--- src/rtl/sipo_ctrl_pkg.sv ---
// Shared types and constants for the serial-in/parallel-out frame controller.
package sipo_ctrl_pkg;

    localparam int unsigned WIDTH_DEF = 4;

    // One-hot state codes; any other code is treated as unreachable.
    typedef enum logic [2:0] {
        IDLE  = 3'b001,
        SHIFT = 3'b010,
        STALL = 3'b100
    } state_t;

endpackage

--- src/rtl/sipo_frame_ctrl_if.sv ---
// Serial input and parallel output handshake bundle of the frame controller.
interface sipo_frame_ctrl_if
    import sipo_ctrl_pkg::*;
#(
    parameter int unsigned WIDTH = WIDTH_DEF
) ();

    logic             serial_in;
    logic             bit_valid;
    logic             in_ready;
    logic [WIDTH-1:0] out_data;
    logic             out_valid;
    logic             out_ready;

    modport master (
        output serial_in, bit_valid, out_ready,
        input  in_ready, out_data, out_valid
    );

    modport slave (
        input  serial_in, bit_valid, out_ready,
        output in_ready, out_data, out_valid
    );

endinterface

--- src/rtl/sipo_shift_en.sv ---
// Right-shift register: new bit enters the MSB, the first bit ends in bit 0.
module sipo_shift_en
    import sipo_ctrl_pkg::*;
#(
    parameter int unsigned WIDTH = WIDTH_DEF
) (
    input  logic             clk,
    input  logic             reset_n,
    input  logic             en,
    input  logic             clr,
    input  logic             din,
    output logic [WIDTH-1:0] q
);

    // Clear wins over shift so an abort always empties the register.
    always_ff @(posedge clk or negedge reset_n) begin
        if (!reset_n) begin
            q <= '0;
        end else if (clr) begin
            q <= '0;
        end else if (en) begin
            q <= {din, q[WIDTH-1:1]};
        end
    end

endmodule

--- src/rtl/sipo_frame_ctrl.sv ---
// Frame controller: assembles serial bits into WIDTH-bit words, cfg_words per frame.
module sipo_frame_ctrl
    import sipo_ctrl_pkg::*;
#(
    parameter int unsigned WIDTH = WIDTH_DEF
) (
    input  logic             clk,
    input  logic             reset_n,
    input  logic             start,
    input  logic [7:0]       cfg_words,
    input  logic             abort,
    output logic             busy,
    output logic             frame_done,
    output logic             start_err,
    sipo_frame_ctrl_if.slave bus
);

    localparam int unsigned       CNT_W = $clog2(WIDTH);
    localparam logic [CNT_W-1:0]  LAST  = CNT_W'(WIDTH - 1);

    state_t             state, state_nx;
    logic [CNT_W-1:0]   bit_cnt, bit_cnt_nx;
    logic [7:0]         words_left, words_left_nx;
    logic [WIDTH-1:0]   out_data_q, out_data_nx;
    logic               out_valid_q, out_valid_nx;
    logic               in_ready_q, in_ready_nx;
    logic               frame_done_nx, start_err_nx;
    logic               shift_en, shift_clr, load;
    logic [WIDTH-1:0]   shift_q;

    sipo_shift_en #(.WIDTH(WIDTH)) u_shift (
        .clk     (clk),
        .reset_n (reset_n),
        .en      (shift_en),
        .clr     (shift_clr),
        .din     (bus.serial_in),
        .q       (shift_q)
    );

    // Next-state, counter and output-register logic; abort overrides everything.
    always_comb begin
        state_nx      = state;
        bit_cnt_nx    = bit_cnt;
        words_left_nx = words_left;
        out_data_nx   = out_data_q;
        out_valid_nx  = out_valid_q && !bus.out_ready;
        frame_done_nx = 1'b0;
        start_err_nx  = 1'b0;
        shift_en      = 1'b0;
        shift_clr     = 1'b0;
        load          = 1'b0;

        if (abort) begin
            state_nx   = IDLE;
            bit_cnt_nx = '0;
            shift_clr  = 1'b1;
        end else begin
            case (state)
                IDLE: begin
                    if (start) begin
                        if (cfg_words != 8'd0) begin
                            words_left_nx = cfg_words;
                            bit_cnt_nx    = '0;
                            state_nx      = SHIFT;
                        end else begin
                            start_err_nx = 1'b1;
                        end
                    end
                end
                SHIFT: begin
                    if (bus.bit_valid && in_ready_q) begin
                        shift_en = 1'b1;
                        if (bit_cnt == LAST) begin
                            bit_cnt_nx = '0;
                            if (!out_valid_q || bus.out_ready) begin
                                load        = 1'b1;
                                out_data_nx = {bus.serial_in, shift_q[WIDTH-1:1]};
                            end else begin
                                state_nx = STALL;
                            end
                        end else begin
                            bit_cnt_nx = bit_cnt + CNT_W'(1);
                        end
                    end
                end
                STALL: begin
                    if (bus.out_ready) begin
                        load        = 1'b1;
                        out_data_nx = shift_q;
                    end
                end
                default: begin
                    state_nx = IDLE;
                end
            endcase

            if (load) begin
                out_valid_nx  = 1'b1;
                words_left_nx = words_left - 8'd1;
                if (words_left == 8'd1) begin
                    frame_done_nx = 1'b1;
                    state_nx      = IDLE;
                end else begin
                    state_nx = SHIFT;
                end
            end
        end

        in_ready_nx = (state_nx == SHIFT);
    end

    // State and output registers.
    always_ff @(posedge clk or negedge reset_n) begin
        if (!reset_n) begin
            state       <= IDLE;
            bit_cnt     <= '0;
            words_left  <= '0;
            out_data_q  <= '0;
            out_valid_q <= 1'b0;
            in_ready_q  <= 1'b0;
            frame_done  <= 1'b0;
            start_err   <= 1'b0;
        end else begin
            state       <= state_nx;
            bit_cnt     <= bit_cnt_nx;
            words_left  <= words_left_nx;
            out_data_q  <= out_data_nx;
            out_valid_q <= out_valid_nx;
            in_ready_q  <= in_ready_nx;
            frame_done  <= frame_done_nx;
            start_err   <= start_err_nx;
        end
    end

    assign busy          = (state != IDLE);
    assign bus.in_ready  = in_ready_q;
    assign bus.out_data  = out_data_q;
    assign bus.out_valid = out_valid_q;

endmodule

--- src/flat_wrapper.sv ---
// flat-port wrapper written by rule: the top's interface ports become plain ports
module sipo_frame_ctrl_flat import sipo_ctrl_pkg::*;
#(
    parameter int unsigned WIDTH = WIDTH_DEF
)
  (clk, reset_n, start, cfg_words, abort, busy, frame_done, start_err, bus_serial_in, bus_bit_valid, bus_out_ready, bus_in_ready, bus_out_data, bus_out_valid);
  sipo_frame_ctrl_if #(.WIDTH(WIDTH)) bus_i ();
  input  logic clk;
  input  logic reset_n;
  input  logic start;
  input  logic [7:0] cfg_words;
  input  logic abort;
  output logic busy;
  output logic frame_done;
  output logic start_err;
  input wire logic [$bits(bus_i.serial_in)-1:0] bus_serial_in;
  input wire logic [$bits(bus_i.bit_valid)-1:0] bus_bit_valid;
  input wire logic [$bits(bus_i.out_ready)-1:0] bus_out_ready;
  output wire logic [$bits(bus_i.in_ready)-1:0] bus_in_ready;
  output wire logic [$bits(bus_i.out_data)-1:0] bus_out_data;
  output wire logic [$bits(bus_i.out_valid)-1:0] bus_out_valid;
  assign bus_i.serial_in = bus_serial_in;
  assign bus_i.bit_valid = bus_bit_valid;
  assign bus_i.out_ready = bus_out_ready;
  assign bus_in_ready = bus_i.in_ready;
  assign bus_out_data = bus_i.out_data;
  assign bus_out_valid = bus_i.out_valid;
  sipo_frame_ctrl #(.WIDTH(WIDTH)) u_core (.clk(clk), .reset_n(reset_n), .start(start), .cfg_words(cfg_words), .abort(abort), .busy(busy), .frame_done(frame_done), .start_err(start_err), .bus(bus_i));
endmodule
--- config.mk ---
export PLATFORM = sky130hd
export DESIGN_NAME = sipo_frame_ctrl_flat
export DESIGN_NICKNAME = d
export VERILOG_FILES = /design/src/rtl/sipo_ctrl_pkg.sv /design/src/rtl/sipo_frame_ctrl_if.sv /design/src/rtl/sipo_shift_en.sv /design/src/rtl/sipo_frame_ctrl.sv /design/src/flat_wrapper.sv
export SDC_FILE = /design/constraint.sdc
export NUM_CORES = 1
export LEC_CHECK = 0
export CORE_MARGIN = 5
export CORE_UTILIZATION = 48
export CTS_BUF_LIST = sky130_fd_sc_hd__clkbuf_16
export DETAILED_ROUTE_END_ITERATION = 12
export PLACE_DENSITY = 0.75
export SYNTH_ARGS = -nofsm -noshare
export SYNTH_HDL_FRONTEND = slang
export SYNTH_SLANG_ARGS = --single-unit
--- constraint.sdc ---
create_clock -name clk -period 1.8 [get_ports clk]
set_input_delay 0.27 -clock clk [delete_from_list [all_inputs] [get_ports clk]]
set_output_delay 0.27 -clock clk [all_outputs]
set_load 0.02 [all_outputs]
==> key figures <==
Status
  • Failing checks: negative setup slack
  • Status: complete, but fails checks

Worst setup path
  • Critical setup path kind: flop to flop
  • Worst EP required: 1.94 ns
  • Launching element type of the critical path: flop
  • Reg2reg setup slack: -0.1 ns
  • RR Startpoint: u_core.words_left[3]
  • Critical Path End Type: flop
  • Slowest cell on the critical path: or4_4
  • Critical path's largest stage delay: 0.54 ns
  • Worst reg2reg path endpoint: u_core.words_left[5]
  • Arrival time reported for the critical path endpoint: 2.04 ns
  • Worst Reg-to-Reg Cells: 4
  • Worst path cell trace: or4_4 > or4b_1 > a211o_1 > o311a_1
  • Worst-path fanout max: 2

Logic synthesis
  • Leading cell types by total area after synthesis: dfrtp_1 38%, nor2_1 4.5%, mux2i_1 4.5%
  • Seq/Total Area, Yosys: 39.9%
  • Synthesized area per cell: 10.1 um^2
  • Post-synthesis sequential element count: 25
  • Count of mapped cells out of synthesis: 156
  • Proportion of register bits with asynchronous set or reset after synthesis: 100%
  • Number of enable flip-flop cells after synthesis: 0
  • Top cell type's share of synthesized area: 38.2%
  • Post-synthesis cell area: 1570 um^2
  • Yosys Warn Count: 0
  • Largest area contributor in the netlist: dfrtp_1
  • Number of nets in the synthesized netlist: 174
  • Primary FF master, synth: dfrtp_1
  • Count of unique library cells instantiated by Yosys: 53

Clocking
  • Num Clock Sinks: 25
  • Maximum level of the CTS H-tree: 1
  • Clock transition at the registers of the reported paths: 0.07 ns
  • Clock buffer count from CTS: 3
  • CTS tree: built
  • Number of buffers added to fix hold violations after cts: 0
  • Clock root buffer master: clkbuf_16
  • Skew-Pair Late Insertion Delay: 0.26 ns
  • Worst-case clock buffer depth: 2

Detailed routing
  • Total wire length: 4190 um
  • Via total after detailed routing: 1507
  • Remaining design rule violation count: 0
  • Post-detailed-route via-to-cell ratio: 5.80
  • Post-detailed-route wirelength per cell: 16.1 um
  • Antenna Nets Post-Route: 0
  • First-pass iteration count of the detailed router: 4
  • Iteration-0 DRC Markers: 84

Final layout
  • NumNets Final: 235
  • Area of the multi-input gates: 915 um^2
  • Total of fill cells in the finished design: 238
  • Sequential standard cell area: 629 um^2
  • Inserted Diodes: 0
  • Layout overhead on the synthesized area: 42.7%
  • Layout cell share with drive strength beyond 1: 35.2%
  • Final Util: 72.3%

Timing
  • Final clock period utilization by the worst path: 106%
  • Setup ws final: -0.0993 ns
  • Hold slack: 0.368 ns
  • RSZ-0062 raised after global routing: true
  • TNS Setup: -0.0993 ns
  • Timing-limited maximum frequency: 527 MHz
  • Hold violation total from the final report: 0
  • Period minus WS final: 1.90 ns
  • Final number of setup-violating endpoints: 1
  • Worst Clk Skew: 0.00606 ns
  • Transition time of the tightest slew-check pin: 0.394 ns
  • Slew Limit Fails: 0
  • Slew Limit Headroom: 73.6%

GRT
  • First-pass GRT wire length: 7040 um
  • Number of antenna violations at the first check in global routing: 0
  • Number of global-route vias before repair: 1504
  • Total routing usage reported by global routing: 20.3%
  • Overall overflow remaining after global route: 0
  • Largest net degree at the start of global routing: 26

Die
  • Core area: 3100 um^2
  • Chip height: 67.2 um
  • Overall die width: 67.2 um
  • I/O Pins: 24
  • Number of rows created at floorplan: 20
  • Effective utilization at floorplan: 50.7%
  • Die footprint: 4520 um^2

Worst hold path
  • Path class of the lowest-slack min-delay path: primary input to asynchronous set/reset pin

Power and ir drop
  • Power Density: 712 nW/um^2
  • IR Drop Worst-Case VDD: 0.000475 V
  • Leak Pwr: 0.976 nW

Placed design
  • IO buf count: 23
  • Final RePlAce weighted congestion: 0.931
  • Post-DP HPWL: 3130 um
  • Worst-case setup slack after placement: -0.186 ns

Job
  • Maxcap violations: 0
report_power, final:
part | leakage [nW] | switching (mW) | internal [mW] | total [mW]
clock network | 0.0371 | 0.201 | 0.302 | 0.503
logic | 0.613 | 0.195 | 0.236 | 0.431
registers | 0.326 | 0.0559 | 0.609 | 0.665
flip-flops by register name, summed over array words and instances (netlist names):
signal and count:
u_core.bus.out_data 4, u_core.bus.out_valid 1, u_core.words_left 8, u_core.bit_cnt 2, u_core.bus.in_ready 1, u_core.start_err 1, u_core.u_shift.q 4, u_core.state 3
u_core.frame_done 1
repair_timing:
| item | in CTS | in global routing |
|---|---|---|
| pin swaps | 2 | 1 |
| gates resized for setup | 1 | 14 |
| setup endpoints to repair | 2 | 17 |
| setup buffers | 0 | 1 |
| gates cloned | 0 | 0 |
per-layer routing:
layer	GRT usage [%]	up-vias	share of wire (%)	wire, um
met1	26.2	723	43	1800
met2	36.4	60	51	2130
met4	5.32	0	0.45	19
li1	-	722	-	-
met3	1.50	2	5.8	244
met5	0	-	0	0
cell type report:
cell class                      count  area share (%)
Multi-Input combinational cell    117            40.7
Clock inverter                      1           0.334
Timing Repair Buffer               64            24.1
Clock buffer                        3            3.34
Tap cell                           44            2.45
Inverter                            6            1.00
Sequential cell                    25            28.0
how the worst max path moves through the flow:
| stage | endpoint | start | cells after the start | slack, ns |
|---|---|---|---|---|
| floorplan | u_core.words_left[5] | u_core.words_left[3] | 4 | -0.13 |
| global placement | u_core.bit_cnt[0] | cfg_words[5] | 6 | -0.19 |
| detailed placement | u_core.bit_cnt[0] | cfg_words[5] | 6 | -0.19 |
| CTS | u_core.words_left[5] | u_core.words_left[2] | 4 | -0.11 |
| global route | u_core.words_left[5] | u_core.words_left[3] | 4 | -0.11 |
| finish | u_core.words_left[5] | u_core.words_left[3] | 4 | -0.1 |
metrics by stage:
step           cells  cell area [um^2]  power [mW]
2_1_floorplan    156              1580       0.893
3_3_place_gp     255              2090        1.06
3_5_place_dp     255              2090        1.07
4_1_cts          259              2180        1.58
5_1_grt          260              2240        1.68
6_report         260              2240        1.60
cell usage after synthesis (2+ instances only):
master	instances
o31ai_1	2
clkbuf_8	2
a31oi_1	6
nand4_1	3
nor2_1	19
mux2i_1	7
o22ai_1	2
inv_1	6
a21oi_1	8
o21ai_0	3
nor4_1	4
nor3_1	4
o311a_1	4
dfrtp_1	24
clkbuf_1	3
nand3_1	2
nand2_1	4
and3_1	2
nand2b_1	3
ha_1	3
a2bb2oi_1	6
mux2_2	5
o211ai_1	4
cell families after synthesis:
logic type | after synthesis | synth area share, %
AND/OR/NAND/NOR | 56 | 21.3
AO/OA/AOI/OAI | 45 | 21.8
flip-flops | 25 | 39.9
buffers and inverters | 14 | 6.05
multiplexers | 12 | 8.03
adder cells (fa/ha/maj) | 3 | 2.39
XOR/XNOR | 1 | 0.557
placed cells by master (no fill, tap or decap), drive strengths merged, types with 3 or more instances in the layout:
master	count
a21oi	8
o211ai	4
dfrtp	24
clkbuf	3
a31oi	6
o311a	5
ha	3
mux2	5
nand2	4
inv	6
o21ai	3
a2bb2oi	6
nor4	4
and3	3
buf	41
nand2b	3
nor3	5
nand4	3
clkdlybuf4s50	22
nor2	19
mux2i	7
nor3b	3
worst max-delay path, delay by kind of cell (launching register included):
kind	cells	cell delay [ns]
compound gates	2	0.39
flops	1	0.38
simple gates	2	1.02
Power figures use the tool's default switching activity.
